### src/rtl/rom_loader.sv
// Packs the ioctl byte stream into 16-bit SDRAM writes and routes each one to
// port 1 (banks 0,1) or port 2 (gfx banks 2,3), using a toggle req/ack handshake.
module rom_loader #(
  parameter logic [24:0] GFX_BASE = 25'h0100000
) (
  input  logic        clk,
  input  logic        reset,
  input  logic        ioctl_download,
  input  logic        ioctl_wr,
  input  logic [24:0] ioctl_addr,
  input  logic [7:0]  ioctl_dout,
  output logic        ioctl_wait,
  output logic        port1_req,
  input  logic        port1_ack,
  output logic        port1_we,
  output logic [23:1] port1_a,
  output logic [1:0]  port1_ds,
  output logic [15:0] port1_d,
  output logic        port2_req,
  input  logic        port2_ack,
  output logic        port2_we,
  output logic [23:1] port2_a,
  output logic [1:0]  port2_ds,
  output logic [15:0] port2_d,
  output logic        load_done,
  output logic        overrun
);

  typedef enum logic [2:0] {
    S_IDLE, S_HOLD, S_ISSUE, S_WAIT_ACK, S_FLUSH, S_DONE
  } state_t;

  function automatic logic f_is_gfx(input logic [24:0] addr);
    return (addr >= GFX_BASE);
  endfunction

  function automatic logic [22:0] f_word(input logic [24:0] addr);
    logic [24:0] off;
    off = f_is_gfx(addr) ? (addr - GFX_BASE) : addr;
    return 23'(off >> 1);
  endfunction

  state_t      r_state;
  logic [24:0] r_hold_addr;
  logic [7:0]  r_hold_d;
  logic        r_ret_valid;
  logic [24:0] r_ret_addr;
  logic [7:0]  r_ret_d;
  logic        r_tgt;
  logic        r_issued;
  logic        r_armed;

  logic        w_wr;
  logic        w_merge;
  logic        w_ack_ok;
  logic        w_ld;
  logic [24:0] w_ld_addr;
  logic [1:0]  w_ld_ds;
  logic [15:0] w_ld_d;
  logic        w_ld_gfx;
  logic [22:0] w_ld_a;

  assign w_wr       = ioctl_wr & ioctl_download;
  assign ioctl_wait = (r_state == S_ISSUE) | (r_state == S_WAIT_ACK) | (r_state == S_FLUSH);
  assign w_merge    = (ioctl_addr[24:1] == r_hold_addr[24:1]) & ioctl_addr[0];
  assign w_ack_ok   = r_tgt ? (port2_ack == port2_req) : (port1_ack == port1_req);
  assign w_ld_gfx   = f_is_gfx(w_ld_addr);
  assign w_ld_a     = f_word(w_ld_addr);

  // Decide when a write's address/lanes/data get loaded onto a port, and with what.
  always_comb begin
    w_ld      = 1'b0;
    w_ld_addr = r_hold_addr;
    w_ld_ds   = 2'b10;
    w_ld_d    = {r_hold_d, 8'h00};
    case (r_state)
      S_IDLE: begin
        if (w_wr && ioctl_addr[0]) begin
          w_ld      = 1'b1;
          w_ld_addr = ioctl_addr;
          w_ld_ds   = 2'b01;
          w_ld_d    = {8'h00, ioctl_dout};
        end else begin
          w_ld = 1'b0;
        end
      end
      S_HOLD: begin
        if (w_wr) begin
          w_ld = 1'b1;
          if (w_merge) begin
            w_ld_ds = 2'b11;
            w_ld_d  = {r_hold_d, ioctl_dout};
          end else begin
            w_ld_ds = 2'b10;
          end
        end else if (!ioctl_download) begin
          w_ld = 1'b1;
        end else begin
          w_ld = 1'b0;
        end
      end
      S_WAIT_ACK: begin
        if (w_ack_ok && r_ret_valid && r_ret_addr[0]) begin
          w_ld      = 1'b1;
          w_ld_addr = r_ret_addr;
          w_ld_ds   = 2'b01;
          w_ld_d    = {8'h00, r_ret_d};
        end else begin
          w_ld = 1'b0;
        end
      end
      default: w_ld = 1'b0;
    endcase
  end

  // Loader FSM with registered port and status outputs.
  always_ff @(posedge clk) begin
    if (reset) begin
      r_state     <= S_IDLE;
      r_hold_addr <= 25'd0;
      r_hold_d    <= 8'h00;
      r_ret_valid <= 1'b0;
      r_ret_addr  <= 25'd0;
      r_ret_d     <= 8'h00;
      r_tgt       <= 1'b0;
      r_issued    <= 1'b0;
      r_armed     <= 1'b0;
      load_done   <= 1'b0;
      overrun     <= 1'b0;
      port1_req   <= port1_ack;
      port2_req   <= port2_ack;
      port1_we    <= 1'b0;
      port2_we    <= 1'b0;
      port1_a     <= 23'd0;
      port2_a     <= 23'd0;
      port1_ds    <= 2'b00;
      port2_ds    <= 2'b00;
      port1_d     <= 16'h0000;
      port2_d     <= 16'h0000;
    end else begin
      if (ioctl_download) r_armed <= 1'b1;
      if (w_wr && ioctl_wait) overrun <= 1'b1;
      case (r_state)
        S_IDLE: begin
          if (w_wr) begin
            if (ioctl_addr[0]) begin
              r_state <= S_ISSUE;
            end else begin
              r_hold_addr <= ioctl_addr;
              r_hold_d    <= ioctl_dout;
              r_state     <= S_HOLD;
            end
          end else if (!ioctl_download && r_armed) begin
            load_done <= 1'b1;
            r_armed   <= 1'b0;
            r_state   <= S_DONE;
          end
        end
        S_HOLD: begin
          if (w_wr) begin
            // A non-matching byte splits the pair; it is replayed after this write.
            if (!w_merge) begin
              r_ret_valid <= 1'b1;
              r_ret_addr  <= ioctl_addr;
              r_ret_d     <= ioctl_dout;
            end
            r_state <= S_ISSUE;
          end else if (!ioctl_download) begin
            r_issued <= 1'b0;
            r_state  <= S_FLUSH;
          end
        end
        S_ISSUE: begin
          if (r_tgt) port2_req <= ~port2_req;
          else       port1_req <= ~port1_req;
          r_state <= S_WAIT_ACK;
        end
        S_WAIT_ACK: begin
          if (w_ack_ok) begin
            port1_we <= 1'b0;
            port2_we <= 1'b0;
            if (r_ret_valid) begin
              r_ret_valid <= 1'b0;
              if (r_ret_addr[0]) begin
                r_state <= S_ISSUE;
              end else begin
                r_hold_addr <= r_ret_addr;
                r_hold_d    <= r_ret_d;
                r_state     <= S_HOLD;
              end
            end else begin
              r_state <= S_IDLE;
            end
          end
        end
        S_FLUSH: begin
          if (!r_issued) begin
            if (r_tgt) port2_req <= ~port2_req;
            else       port1_req <= ~port1_req;
            r_issued <= 1'b1;
          end else if (w_ack_ok) begin
            port1_we  <= 1'b0;
            port2_we  <= 1'b0;
            load_done <= 1'b1;
            r_armed   <= 1'b0;
            r_state   <= S_DONE;
          end
        end
        S_DONE: begin
          if (ioctl_download) begin
            load_done <= 1'b0;
            r_state   <= S_IDLE;
          end
        end
        default: r_state <= S_IDLE;
      endcase
      if (w_ld) begin
        r_tgt <= w_ld_gfx;
        if (w_ld_gfx) begin
          port2_we <= 1'b1;
          port2_a  <= w_ld_a;
          port2_ds <= w_ld_ds;
          port2_d  <= w_ld_d;
        end else begin
          port1_we <= 1'b1;
          port1_a  <= w_ld_a;
          port1_ds <= w_ld_ds;
          port1_d  <= w_ld_d;
        end
      end
    end
  end

endmodule

### config.mk
export PLATFORM = sky130hd
export DESIGN_NAME = rom_loader
export DESIGN_NICKNAME = d
export VERILOG_FILES = /design/src/rtl/rom_loader.sv
export SDC_FILE = /design/constraint.sdc
export NUM_CORES = 1
export LEC_CHECK = 0
export CORE_ASPECT_RATIO = 1.2
export CORE_MARGIN = 2
export CORE_UTILIZATION = 58
export DETAILED_ROUTE_END_ITERATION = 8
export GPL_TIMING_DRIVEN = 0
export PLACE_DENSITY = 0.86
export SYNTH_ARGS = -nofsm -noshare
export SYNTH_HDL_FRONTEND = slang
export SYNTH_SLANG_ARGS = --single-unit
export TNS_END_PERCENT = 10
### constraint.sdc
create_clock -name clk -period 6.7 [get_ports clk]
set_input_delay 0.67 -clock clk [delete_from_list [all_inputs] [get_ports clk]]
set_output_delay 0.67 -clock clk [all_outputs]
set_load 0.03 [all_outputs]
# Yosys cells after proc, flatten, opt, wreduce, memory -nomap -nowiden
# Index checks and enable logic that the tools add are counted.
# op_classes
add_sub_neg,1
n_lt_le_gt_ge,1
n_eq_ne,25
n_mux,81
n_bitwise,8
n_reduce_logical,21
# op_table
cell,n
$mux 25,7
$pmux 25 s2,2
$mux 8,7
$pmux 16 s3,1
$mux 1,36
$mux 16,2
$ne 2x2->1 const B,14
$mux 3,9
$ge 25x21->1 const B,1
$eq 24x24->1,1
$mux 24,1
$sub 24x21->24 const B,1
$pmux 3 s6,1
$reduce_and 6->1,3
$pmux 8 s2,1
$pmux 1 s2,7
$ne 3x3->1 const B,3
$mux 2,4
$eq 3x2->1 const B,2
$eq 3x3->1 const B,2
$pmux 1 s3,2
$pmux 2 s3,1
$reduce_and 2->1,3
$reduce_and 3->1,2
other kinds (11),24
# totals
regBits,161
input_bits,39
out_inout_bits,89
wordCells,158

# Longest topological paths before layout
# logic_depth
depth_word,9
mapped_depth,16
depth_no_buf,12

# Worst setup path after synthesis
# OpenSTA, ideal clock, no wires.
# synth_path
kind,input to register
start,in port1_ack
end,reg port2_ds[1]
setup_time_ps,70
t_arrival_ps,3512
required_time_ps,6630
setup_slack_ps,3118
path_stages,13
n_path_buf,1
path_cell_list,xor2_1 mux2i_2 a21oi_2 a221oi_2 ha_1 nor4b_1 and4_1 a31oi_1 o31a_1 a21oi_1 clkbuf_1 o21ai_0 a21oi_1
# synth_between
elab_chain_cells,8
elab_cells_between_ends,12
classes_between,1 x order compare; 1 x eq/ne; 7 x mux; 3 x reduce/logical
# synth_rtl
element,line,rtl
"start, declared",14,"input logic port1_ack,"
$eq 1x1->1 *,66,assign w_ack_ok = r_tgt ? (port2_ack == port2_req) : (port1_ack == port1_req);
$mux 1 *,66,
$logic_and 1x1->1 * (2 in a row),103,if (w_ack_ok && r_ret_valid && r_ret_addr[0]) begin
$mux 25,103,
$pmux 25 s2,76,case (r_state)
$ge 25x21->1,34,return (addr >= GFX_BASE);
$reduce_and 2->1 (no source line),--,
"end signal, assigned",222,port2_ds <= w_ld_ds;
"end, declared",23,"output logic [1:0] port2_ds,"
# Mark *: on every way between the ends. The rest lies on a longest branch, timed or not.
# A chain may end at the register's enable or synchronous reset.

# Worst setup path after layout
# layout_path
start,in ioctl_wr
end,reg port2_a[20] (netlist bit)
# layout_between
elab_chain_cells,6
elab_cells_between_ends,11
classes_between,1 x add/sub; 1 x order compare; 6 x mux; 1 x bitwise; 2 x reduce/logical
# layout_rtl
element,line,rtl
"start, declared",9,"input logic ioctl_wr,"
$and 1x1->1 *,63,assign w_wr = ioctl_wr & ioctl_download;
$logic_and 1x1->1,78,if (w_wr && ioctl_addr[0]) begin
$mux 25,78,
$pmux 25 s2,76,
$sub 24x21->24 / $ge 25x21->1 (equally long branches),"39, 34",
$mux 24 / $reduce_and 2->1 (equally long branches),--,
"end signal, assigned",221,port2_a <= w_ld_a;
"end, declared",22,"output logic [23:1] port2_a,"
# Marked as above.

==> run metrics <==
sequential share of power=37.6%; type of origin of the critical path=input pin; Hold/Removal Path Class=reg2reg; CTS tree=yes; most frequent cells in the layout=dfxtp_1 (158), clkdlybuf4s50_1 (126), nand2_1 (122); clock sink count=160; pwr dens=314 nW/um^2; DP HPWL=15.9 mm; Layout fillers=911; EDFF count, synth=2; asr flop ratio synth=0%; post-CTS setup buffer count=0; row count=45; Die Width=108 um; Skew-Pair Late Insertion Delay=0.43 ns; Post-Synth Adder-Cell Area=0.330%; CTS Buffer Depth=2; Final Power=0.00302 W; layout cells sized above 1=7.57%; TritonCTS Buffers=17; largest family of logic cells by synthesized area=simple AND/OR/NAND/NOR gates; post-cts sizing count=0; critical path class=in2reg; final-report setup violation count=0; worst relative slew slack=30.5%; WP data arrival=5.21 ns; WHS Path Cells=2; antenna-violating nets left=0; first-pass GRT wire length=36.0 mm; Final Non-Filler Cells=1,208; Die ar.=14,000 um^2; fin crit share=72.4%; fmax=0.206 GHz; Sw Pwr=0.00105 W; switching portion of total power=34.6%; antenna violations before repair=0; synthesized instance count=886; WP data required=7.06 ns; endpoints failing hold=0; CTS clock-pin slew for the worst setup and hold paths=0.06 ns; mux cell area share after synthesis=10.9%; CTS root buf=clkbuf_16; vias in the first global route=7,171; Starting Density=59.6%; fin. max-slew vios=0; Synth Warn #=0; Worst Reg-to-Reg Cells=13; compound-cell area share of the yosys netlist=17.1%; RD Place Congestion=0.939; VDD IR max=0.224 mV; XOR/XNOR share of the synthesized area=3.12%; cell taking the most area after synthesis=dfxtp_1; num ports=128; commonest non-fill, non-tap cell in the layout=dfxtp_1; Internal=0.00198 W; Final nets=1,072; H-tree Lvls=4; #FFs+latches synth=160; grt ovf=0; Place WS=1.61 ns; syn avg cell area=8.56 um^2; core footprint=12,700 um^2; largest net degree at the start of global routing=17; Setup Skew=0.00877 ns; Placed Instances=1,176; sequential share of the synthesized area=42.5%; Unique masters post-synth=57; die height=129 um; setup_tns=0 ns; Most used DFF post-synth=dfxtp_1; combinational group share of total power=30.3%; CP max FO=10; DR WL/cell=18.6 um; main area contributors after synthesis=dfxtp_1 (42%), nand2_1 (6.0%), mux2i_1 (5.7%), nor2_1 (4.6%), mux2_4 (4.0%); Iter 0 DRT Violations=720; final wirelength=22.5 mm; hold_buf cts=0; Simple-Gate Fraction of Synth Area=22.1%; # Max-Cap Violations=0; Worst Max-Slew Pin Slew=1.04 ns; Pre-antenna DRT Iters=5; post-route core utilization=75.7%; clock power share=32.1%; Antenna diodes=0; area share of the largest cell type after synthesis=41.7%; Leak=3.43 nW; critical path endpoint category=flip-flop; total track usage=32.9%; vias=7,377; Post-Syn Nets=927; Port Buffers=126; fin crit period=4.85 ns; status=finished clean; DRC Markers=0; unrepaired setup endpoints after global routing=false; PnR worst setup slack=1.85 ns; Vias/cell=6.11; synth-to-layout area growth=27.0%; synthesized area=7580 um^2
[through the flow]
| step | hold WS, ns | cell area [um^2] |
|---|---|---|
| 2_1_floorplan | 0.467 | 7580 |
| 3_3_place_gp | 0.445 | 9050 |
| 3_5_place_dp | 0.453 | 9050 |
| 4_1_cts | 0.462 | 9630 |
| 5_1_grt | 0.493 | 9630 |
| 6_report | 0.461 | 9630 |
[power groups by stage]
stage | sequential, W | clock [W] | combinational, W
CTS | 0.00113 | 0.000968 | 0.000906
finish | 0.00114 | 0.000971 | 0.000917
detailed placement | 0.00115 | 0 | 0.000898
global route | 0.00115 | 0.00101 | 0.000987
global placement | 0.00115 | 0 | 0.000887
floorplan | 0.00123 | 0 | 0.000521
[final cells by class]
| type | instances | area [um^2] | area share, % |
|---|---|---|---|
| multi-input cells | 654 | 4060 | 42.1 |
| flip-flops and latches | 160 | 3220 | 33.5 |
| repair buffers | 126 | 1260 | 13.1 |
| clock buffers | 21 | 450 | 4.68 |
| plain buffers | 69 | 292 | 3.03 |
| well taps | 164 | 205 | 2.13 |
| clock inverters | 11 | 131 | 1.36 |
| inverters | 3 | 11.3 | 0.117 |
[registers in the layout (all words and copies together) (netlist names), 2 cells and up]
register and flops:
r_ret_addr 25, r_hold_addr 24, port1_a 23, port2_a 23, port1_d 16, port2_d 16, r_hold_d 8, r_ret_d 8
r_state 3, port1_ds 2, port2_ds 2
[worst max-delay path, cell delays in order]
cell,delay (ns)
clkdlybuf4s50_1,0.60
nand4b_1,0.26
nor3_4,0.38
a21oi_2,0.17
a221oi_2,0.61
ha_1,0.25
nor4b_1,0.22
and4_1,0.25
a31oi_1,0.11
o31a_1,0.28
a21oi_1,0.61
clkbuf_1,0.44
o21ai_0,0.21
a21oi_1,0.15
[routing by layer]
layer / vias up / global-route usage (%) / share of wire, %
met2: 441 / 53.8 / 48
li1: 3410 / - / -
met4: 0 / 17.6 / 4.4
met1: 3441 / 40.8 / 39
met5: - / 0 / 0
met3: 85 / 6.59 / 8.5
[Yosys cell counts, drive strengths merged (16+ instances only)]
cell / n
a311oi: 32
o21ai: 59
nor2b: 30
nor3: 24
buf: 16
nor2: 93
clkbuf: 53
nand2: 122
a21oi: 50
xor2: 18
nand2b: 41
mux2: 27
a22oi: 20
mux2i: 44
dfxtp: 158
[kinds of logic (layout without fill, tap and decap cells)]
group / after synthesis / in the layout
DFF: 160 / 160
adders and majority gates: 2 / 2
AOI/OAI and AO/OA: 199 / 199
buffers and inverters: 72 / 230
xor gates and xnor gates: 27 / 27
muxes: 71 / 71
and+or+nand+nor: 355 / 355
[final timing paths]
path / start / to / slack [ns]
hold / removal: port1_we / port1_we / 0.46
setup / recovery: ioctl_wr / port2_a[20] / 1.85
setup reg to reg: port2_req / port2_a[20] / 2.14
hold reg to reg: port1_we / port1_we / 0.46
No activity file was read; power rests on OpenSTA's default activity.
